<file path="src/rtl/pipe_hazard_ctrl_pkg.sv">
`default_nettype none
// ============================================================================
// Module : pipe_hazard_ctrl_pkg
// Brief  : Shared definitions for the pipeline hazard controller: stage
//          indices, stall/flush vector constants, FSM state encoding and the
//          stall-priority helper.
// Rev    : 1.0  initial release
// ============================================================================
package pipe_hazard_ctrl_pkg;

  // Stage bit positions inside stalled[5:0] / flush[5:0]
  localparam int STG_PC = 0;
  localparam int STG_WB = 5;

  // Thermometer stall vectors, one per requester
  localparam logic [5:0] STALL_NONE = 6'b000000;
  localparam logic [5:0] STALL_IF   = 6'b000011;
  localparam logic [5:0] STALL_ID   = 6'b000111;
  localparam logic [5:0] STALL_EX   = 6'b001111;
  localparam logic [5:0] STALL_MEM  = 6'b011111;

  // Flush vectors
  localparam logic [5:0] FLUSH_NONE = 6'b000000;
  localparam logic [5:0] FLUSH_BR   = 6'b000110;  // kill IF/ID and ID/EX
  localparam logic [5:0] FLUSH_TRAP = 6'b011110;  // kill IF..MEM

  typedef enum logic [1:0] {
    ST_IDLE    = 2'd0,
    ST_PEND_BR = 2'd1,
    ST_DRAIN   = 2'd2,
    ST_TRAP    = 2'd3
  } state_t;

  // Deepest requesting stage wins; the result is always a thermometer code.
  function automatic logic [5:0] stall_vec(input logic req_mem, input logic req_ex,
                                           input logic req_id, input logic req_if);
    if (req_mem)     return STALL_MEM;
    else if (req_ex) return STALL_EX;
    else if (req_id) return STALL_ID;
    else if (req_if) return STALL_IF;
    else             return STALL_NONE;
  endfunction

endpackage : pipe_hazard_ctrl_pkg
`default_nettype wire

</file>
<file path="src/rtl/pipe_perf_cnt.sv">
`default_nettype none
// ============================================================================
// Module : pipe_perf_cnt
// Brief  : Saturating event counter for pipeline performance statistics.
//          The module only exists when PIPE_CTRL_PERF_EN is defined, so a
//          default build carries no counter logic at all.
// Ports  : clk  in  core clock
//          rst  in  async reset, active-low
//          inc  in  count this cycle
//          cnt  out PERF_W current count, sticks at all-ones
// Macro  : PIPE_CTRL_PERF_EN
// Rev    : 1.0  initial release
// ============================================================================
`ifdef PIPE_CTRL_PERF_EN
module pipe_perf_cnt #(
  parameter int PERF_W = 32
) (
  input  logic              clk,
  input  logic              rst,
  input  logic              inc,
  output logic [PERF_W-1:0] cnt
);

  always_ff @(posedge clk or negedge rst) begin
    if (!rst) begin
      cnt <= '0;
    end else if (inc && (cnt != {PERF_W{1'b1}})) begin
      cnt <= cnt + 1'b1;
    end
  end

endmodule : pipe_perf_cnt
`endif
`default_nettype wire

</file>
<file path="src/rtl/pipe_hazard_ctrl.sv">
`default_nettype none
// ============================================================================
// Module : pipe_hazard_ctrl
// Brief  : Central pipeline controller. Produces the per-stage stall/flush
//          vectors and the PC redirect. Arbitrates stage stall requests, EX
//          branch redirects and trap entry; keeps a branch redirect pending
//          while fetch is blocked and drains MEM before entering a trap.
// Ports  : clk               in   core clock
//          rst               in   async reset, active-low
//          stallreq_if/id/ex/mem in stage stall requests
//          ex_branch_flag_i  in   EX resolved taken branch
//          ex_branch_addr_i  in   branch target
//          excp_req_i        in   trap request (level until trap_ack_o)
//          excp_addr_i       in   trap vector
//          stalled/flush     out  per-stage vectors (combinational)
//          new_pc_o          out  redirect target
//          new_pc_valid_o    out  PC loads new_pc_o this edge
//          trap_ack_o        out  trap redirect issued (pulse)
//          drain_timeout_o   out  trap forced after DRAIN_MAX (pulse)
//          stall_cnt_o       out  cycles with PC stalled
//          flush_cnt_o       out  redirects issued
// Macro  : PIPE_CTRL_PERF_EN enables the saturating performance counters;
//          without it both counter outputs are tied to zero.
// Rev    : 1.0  initial release
// ============================================================================
module pipe_hazard_ctrl #(
  parameter int DRAIN_MAX = 16,
  parameter int PERF_W    = 32
) (
  input  logic              clk,
  input  logic              rst,
  input  logic              stallreq_if,
  input  logic              stallreq_id,
  input  logic              stallreq_ex,
  input  logic              stallreq_mem,
  input  logic              ex_branch_flag_i,
  input  logic [31:0]       ex_branch_addr_i,
  input  logic              excp_req_i,
  input  logic [31:0]       excp_addr_i,
  output logic [5:0]        stalled,
  output logic [5:0]        flush,
  output logic [31:0]       new_pc_o,
  output logic              new_pc_valid_o,
  output logic              trap_ack_o,
  output logic              drain_timeout_o,
  output logic [PERF_W-1:0] stall_cnt_o,
  output logic [PERF_W-1:0] flush_cnt_o
);

  import pipe_hazard_ctrl_pkg::*;

  localparam int DW = (DRAIN_MAX > 1) ? $clog2(DRAIN_MAX) : 1;
  localparam logic [DW-1:0] DRAIN_LAST = DW'(DRAIN_MAX - 1);

  state_t        state, state_nxt;
  logic [DW-1:0] drain_cnt, drain_cnt_nxt;
  logic [31:0]   pend_addr, pend_addr_nxt;

  logic [5:0]    stalled_c, flush_c, base_stall;
  logic [31:0]   new_pc_c;
  logic          valid_c, ack_c, timeout_c;

  always_ff @(posedge clk or negedge rst) begin
    if (!rst) begin
      state     <= ST_IDLE;
      drain_cnt <= '0;
      pend_addr <= '0;
    end else begin
      state     <= state_nxt;
      drain_cnt <= drain_cnt_nxt;
      pend_addr <= pend_addr_nxt;
    end
  end

  always_comb begin
    base_stall    = stall_vec(stallreq_mem, stallreq_ex, stallreq_id, stallreq_if);
    state_nxt     = state;
    drain_cnt_nxt = drain_cnt;
    pend_addr_nxt = pend_addr;
    stalled_c     = base_stall;
    flush_c       = FLUSH_NONE;
    new_pc_c      = '0;
    valid_c       = 1'b0;
    ack_c         = 1'b0;
    timeout_c     = 1'b0;

    case (state)
      ST_IDLE: begin
        if (excp_req_i) begin
          // Trap beats any branch in the same cycle; freeze fetch only.
          stalled_c = STALL_IF;
          state_nxt = stallreq_mem ? ST_DRAIN : ST_TRAP;
        end else if (ex_branch_flag_i && !stallreq_ex && !stallreq_mem) begin
          flush_c  = FLUSH_BR;
          new_pc_c = ex_branch_addr_i;
          if (!stallreq_if) begin
            valid_c = 1'b1;
          end else begin
            // Fetch cannot accept the redirect now; keep the target.
            pend_addr_nxt = ex_branch_addr_i;
            state_nxt     = ST_PEND_BR;
          end
        end
        // A branch blocked by EX/MEM is simply re-presented by EX later.
      end

      ST_PEND_BR: begin
        stalled_c = STALL_IF;
        if (excp_req_i) begin
          pend_addr_nxt = '0;
          state_nxt     = stallreq_mem ? ST_DRAIN : ST_TRAP;
        end else begin
          flush_c  = FLUSH_BR;
          new_pc_c = pend_addr;
          if (!stallreq_if) begin
            valid_c       = 1'b1;
            pend_addr_nxt = '0;
            state_nxt     = ST_IDLE;
          end
        end
      end

      ST_DRAIN: begin
        stalled_c = STALL_MEM;
        if (!stallreq_mem || (drain_cnt == DRAIN_LAST)) begin
          // Timeout is reported only when MEM is still busy at the limit.
          timeout_c     = stallreq_mem;
          drain_cnt_nxt = '0;
          state_nxt     = ST_TRAP;
        end else begin
          drain_cnt_nxt = drain_cnt + 1'b1;
        end
      end

      ST_TRAP: begin
        stalled_c = STALL_NONE;
        flush_c   = FLUSH_TRAP;
        new_pc_c  = excp_addr_i;
        valid_c   = 1'b1;
        ack_c     = 1'b1;
        state_nxt = ST_IDLE;
      end

      default: begin
        state_nxt = ST_IDLE;
      end
    endcase
  end

  // Outputs are forced quiet while reset is held.
  always_comb begin
    stalled         = rst ? stalled_c : '0;
    flush           = rst ? flush_c   : '0;
    new_pc_o        = rst ? new_pc_c  : '0;
    new_pc_valid_o  = rst & valid_c;
    trap_ack_o      = rst & ack_c;
    drain_timeout_o = rst & timeout_c;
  end

`ifdef PIPE_CTRL_PERF_EN
  pipe_perf_cnt #(
    .PERF_W (PERF_W)
  ) u_stall_cnt (
    .clk (clk),
    .rst (rst),
    .inc (stalled[STG_PC]),
    .cnt (stall_cnt_o)
  );

  pipe_perf_cnt #(
    .PERF_W (PERF_W)
  ) u_flush_cnt (
    .clk (clk),
    .rst (rst),
    .inc (new_pc_valid_o),
    .cnt (flush_cnt_o)
  );
`else
  assign stall_cnt_o = '0;
  assign flush_cnt_o = '0;
`endif

endmodule : pipe_hazard_ctrl
`default_nettype wire

</file>
<file path="config.mk">
export PLATFORM = sky130hd
export DESIGN_NAME = pipe_hazard_ctrl
export DESIGN_NICKNAME = d
export VERILOG_FILES = /design/src/rtl/pipe_hazard_ctrl_pkg.sv /design/src/rtl/pipe_perf_cnt.sv /design/src/rtl/pipe_hazard_ctrl.sv
export SDC_FILE = /design/constraint.sdc
export NUM_CORES = 1
export LEC_CHECK = 0
export ABC_CLOCK_PERIOD_IN_PS = 6050
export CAP_MARGIN = 5
export CORE_MARGIN = 8
export CORE_UTILIZATION = 40
export DETAILED_ROUTE_END_ITERATION = 6
export PLACE_DENSITY_LB_ADDON = 0.25
export SETUP_SLACK_MARGIN = 0.5
export SYNTH_ARGS = -nofsm -noshare
export SYNTH_HDL_FRONTEND = slang
export SYNTH_HIERARCHICAL = 1
export SYNTH_SLANG_ARGS = --single-unit
export TNS_END_PERCENT = 30
</file>
<file path="constraint.sdc">
create_clock -name clk -period 6.05 [get_ports clk]
set_input_delay 1.815 -clock clk [delete_from_list [all_inputs] [get_ports clk]]
set_output_delay 1.815 -clock clk [all_outputs]
set_load 0.05 [all_outputs]
</file>
==> run summary <==
die area - 11,030 um^2
WHS Endpoint - pend_addr[20]
post-synthesis mux area share - 10.77%
internal power - 0.9160 mW
CTS Hold Bufs - 0
routed via count - 2,731
Critical Path Max Stage Delay - 0.80 ns
WP buf/inv - 2
TritonCTS clock tree - built
wire length per cell - 17.34 um
Worst slew margin - 30.48%
clock latency on the worst-skew pair - 0.28 ns
most frequent CP cell - clkdlybuf4s50_1
crit end category - primary output
PD cells - 399.8 nW/um^2
Least-Margin Pin Slew - 1.039 ns
CP Data Arrival Time - 3.49 ns
Setup TNS - 0 ns
IO Count - 183
drt pass-1 iters - 7
sw power - 0.8751 mW
core area - 7687 um^2
Max Cap Viol - 0
power share of the combinational group - 64.7%
Hold Startpoint - pend_addr[20]
Yosys cell types - 38
post-layout worst setup margin - 0.7453 ns
Worst setup SP type - input pin
Antenna Nets Post-Route - 0
worst vdd ir - 0.2202 mV
Die W - 105.0 um
FF-to-FF End - pend_addr[18]
Hold Path Class - reg2reg
Final Setup Violations - 0
post-synthesis cell count - 329
Sw Share - 48.86%
clock buffer depth - 2
dpl hpwl - 6975 um
sequential power share - 26.5%
Fin Hold WS - 0.5195 ns
Vias per Instance - 5.163
Leak - 2.075 nW
worst-path maximum fanout - 5
RePlAce Congestion - 0.7286
clk slew on worst S/H paths - 0.07 ns
DP Worst Slack - 0.4284 ns
Util after Layout - 58.28%
ordered list of cells on the worst path - clkdlybuf4s50_1 -> nor2_4 -> nand3b_1 -> and3_1 -> clkdlybuf4s50_1
Root Buffer - clkbuf_8
delay-heaviest family, CP - buffers and inverters
# H-tree levels - 2
DP Cell Count - 521
number of buffers created by CTS - 5
Synth area leaders - dfrtp_1 30%, buf_4 18%, mux2i_1 10%, a222oi_1 10%, o2bb2ai_1 8.8%
top-area cell type share of the netlist area - 29.98%
unrepaired setup endpoints after global routing - no
CTS sink count - 38
outcome - finished, final reports clean
largest family of logic cells by synthesized area - buffers and inverters
global-route wire length before repair - 15,120 um
Yosys top cell by area - dfrtp_1
Power, Total - 1.791 mW
Async S/R FF share, synth - 100.0%
area share of and/or/nand/nor cells after synthesis - 9.428%
CP Class - in2out
Clk pwr share - 8.8%
Seq/Total Area, Yosys - 29.98%
wirelength, routed - 9174 um
layout cells sized above 1 - 13.58%
slowest CP cell - clkdlybuf4s50_1
DR iter-0 viols - 173
main flop type after synthesis - dfrtp_1
Layout Cells excl Fill - 529
Synth Cell Area - 3172 um^2
number of global-route vias before repair - 2,891
hold depth - 1
CP startpoint - stallreq_ex
number of diodes - 0
Synthesis Warnings - 6
Chip Height - 105.0 um
mean post-synth cell area - 9.641 um^2
# nets final - 505
Yosys reg bits - 38
number of flops mapped to enable cells by yosys - 0
Tot GR Track Use - 16.09%
drc violations - 0
fin crit share - 87.68%
Post-DP Area - 4377 um^2
largest net degree at the start of global routing - 37
XOR/XNOR Fraction of Synth Area - 0%
Finished Cell Area - 4481 um^2
fmax - 188.5 MHz
final hold viol count - 0
R2R Setup Slk - 3.64 ns
clock skew - 0.006483 ns
Compound-Gate Fraction of Synth Area - 23.59%
Critical Path RT - 4.24 ns
Area growth, synth to finish - 41.26%
R2R cell count - 6
initial antenna violation count - 0
# port buffers - 115
Max Slew Vio Count - 0
Post-Synth Adder-Cell Area - 2.367%
Initial Util - 41.26%
# rows - 32
grt ovf - 0
min Tclk post-route - 5.305 ns
worst r2r src - state[0]
[routing by layer]
metal	track usage, %	part of all wire (%)
met1	18.05	40
met2	28.91	52
met3	6.081	8.1
met4	2.039	0.43
met5	0	0
[cell usage in the layout, fill, tap and decap left out, types with 3 or more instances in the layout]
cell type,n
a21oi_1,4
dfrtp_1,38
buf_12,35
ha_1,6
buf_4,8
conb_1,67
clkbuf_8,5
clkdlybuf4s50_1,75
mux2i_1,33
o2bb2ai_1,32
nor2_1,36
dlymetal6s2s_1,3
o21ai_0,4
inv_1,7
o21ai_1,3
nand3_1,4
nand2b_1,3
a222oi_1,32
[synthesized netlist by cell type (all sizes together), types with 3 or more instances]
master and number:
nor2 38, mux2i 33, o21ai 7, nand2b 3, ha 6, o2bb2ai 32, a222oi 32, inv 7
a21oi 6, clkbuf 12, buf 87, dfrtp 38, nand3 4
[area by class of cell]
cell class	count	area, um^2
well taps	102	127.6
multi-input cells	251	1722
flip-flops and latches	38	950.9
inverters	7	26.28
clock buffers	7	76.32
repair buffers	124	1578
fillers	655	3207
[registers in the layout (all words and copies together) (netlist names)]
| name | flops |
|---|---|
| drain_cnt | 4 |
| pend_addr | 32 |
| state | 2 |
[cells by family after synthesis]
logic type	Yosys count
adders and majority gates	6
DFF	38
and+or+nand+nor	59
AOI/OAI and AO/OA	85
muxes	34
other	1
buffers and inverters	106
[power by group through the flow]
stage               Sequential (mW)  Combinational, mW  Clock (mW)
floorplan                     0.449              0.843           0
global placement              0.470               1.14           0
detailed placement            0.473               1.17           0
CTS                           0.471               1.16       0.165
global route                  0.493               1.24       0.175
finish                        0.474               1.16       0.158
[worst max-delay path by stage]
stage | endpoint | cells past startpoint
after floorplan | flush[2] | 8
after global placement | flush[2] | 7
after detailed placement | flush[2] | 7
after CTS | stalled[0] | 6
after global routing | new_pc_o[31] | 7
final | stalled[2] | 5
[worst register-to-register path: stages (launching register included)]
cell and delay (ns):
dfrtp_1 0.42, inv_1 0.12, ha_1 0.31, nor2b_4 0.27, nand4_4 0.63, mux2i_1 0.43, o2bb2ai_1 0.10
[what timing repair did]
item,4_1_cts,5_1_grt
endpoints found under the setup margin,7,28
buffers inserted,0,1
resized for setup,3,5
pin swaps,0,1
Note: power is estimated with default switching activity, not from simulation.
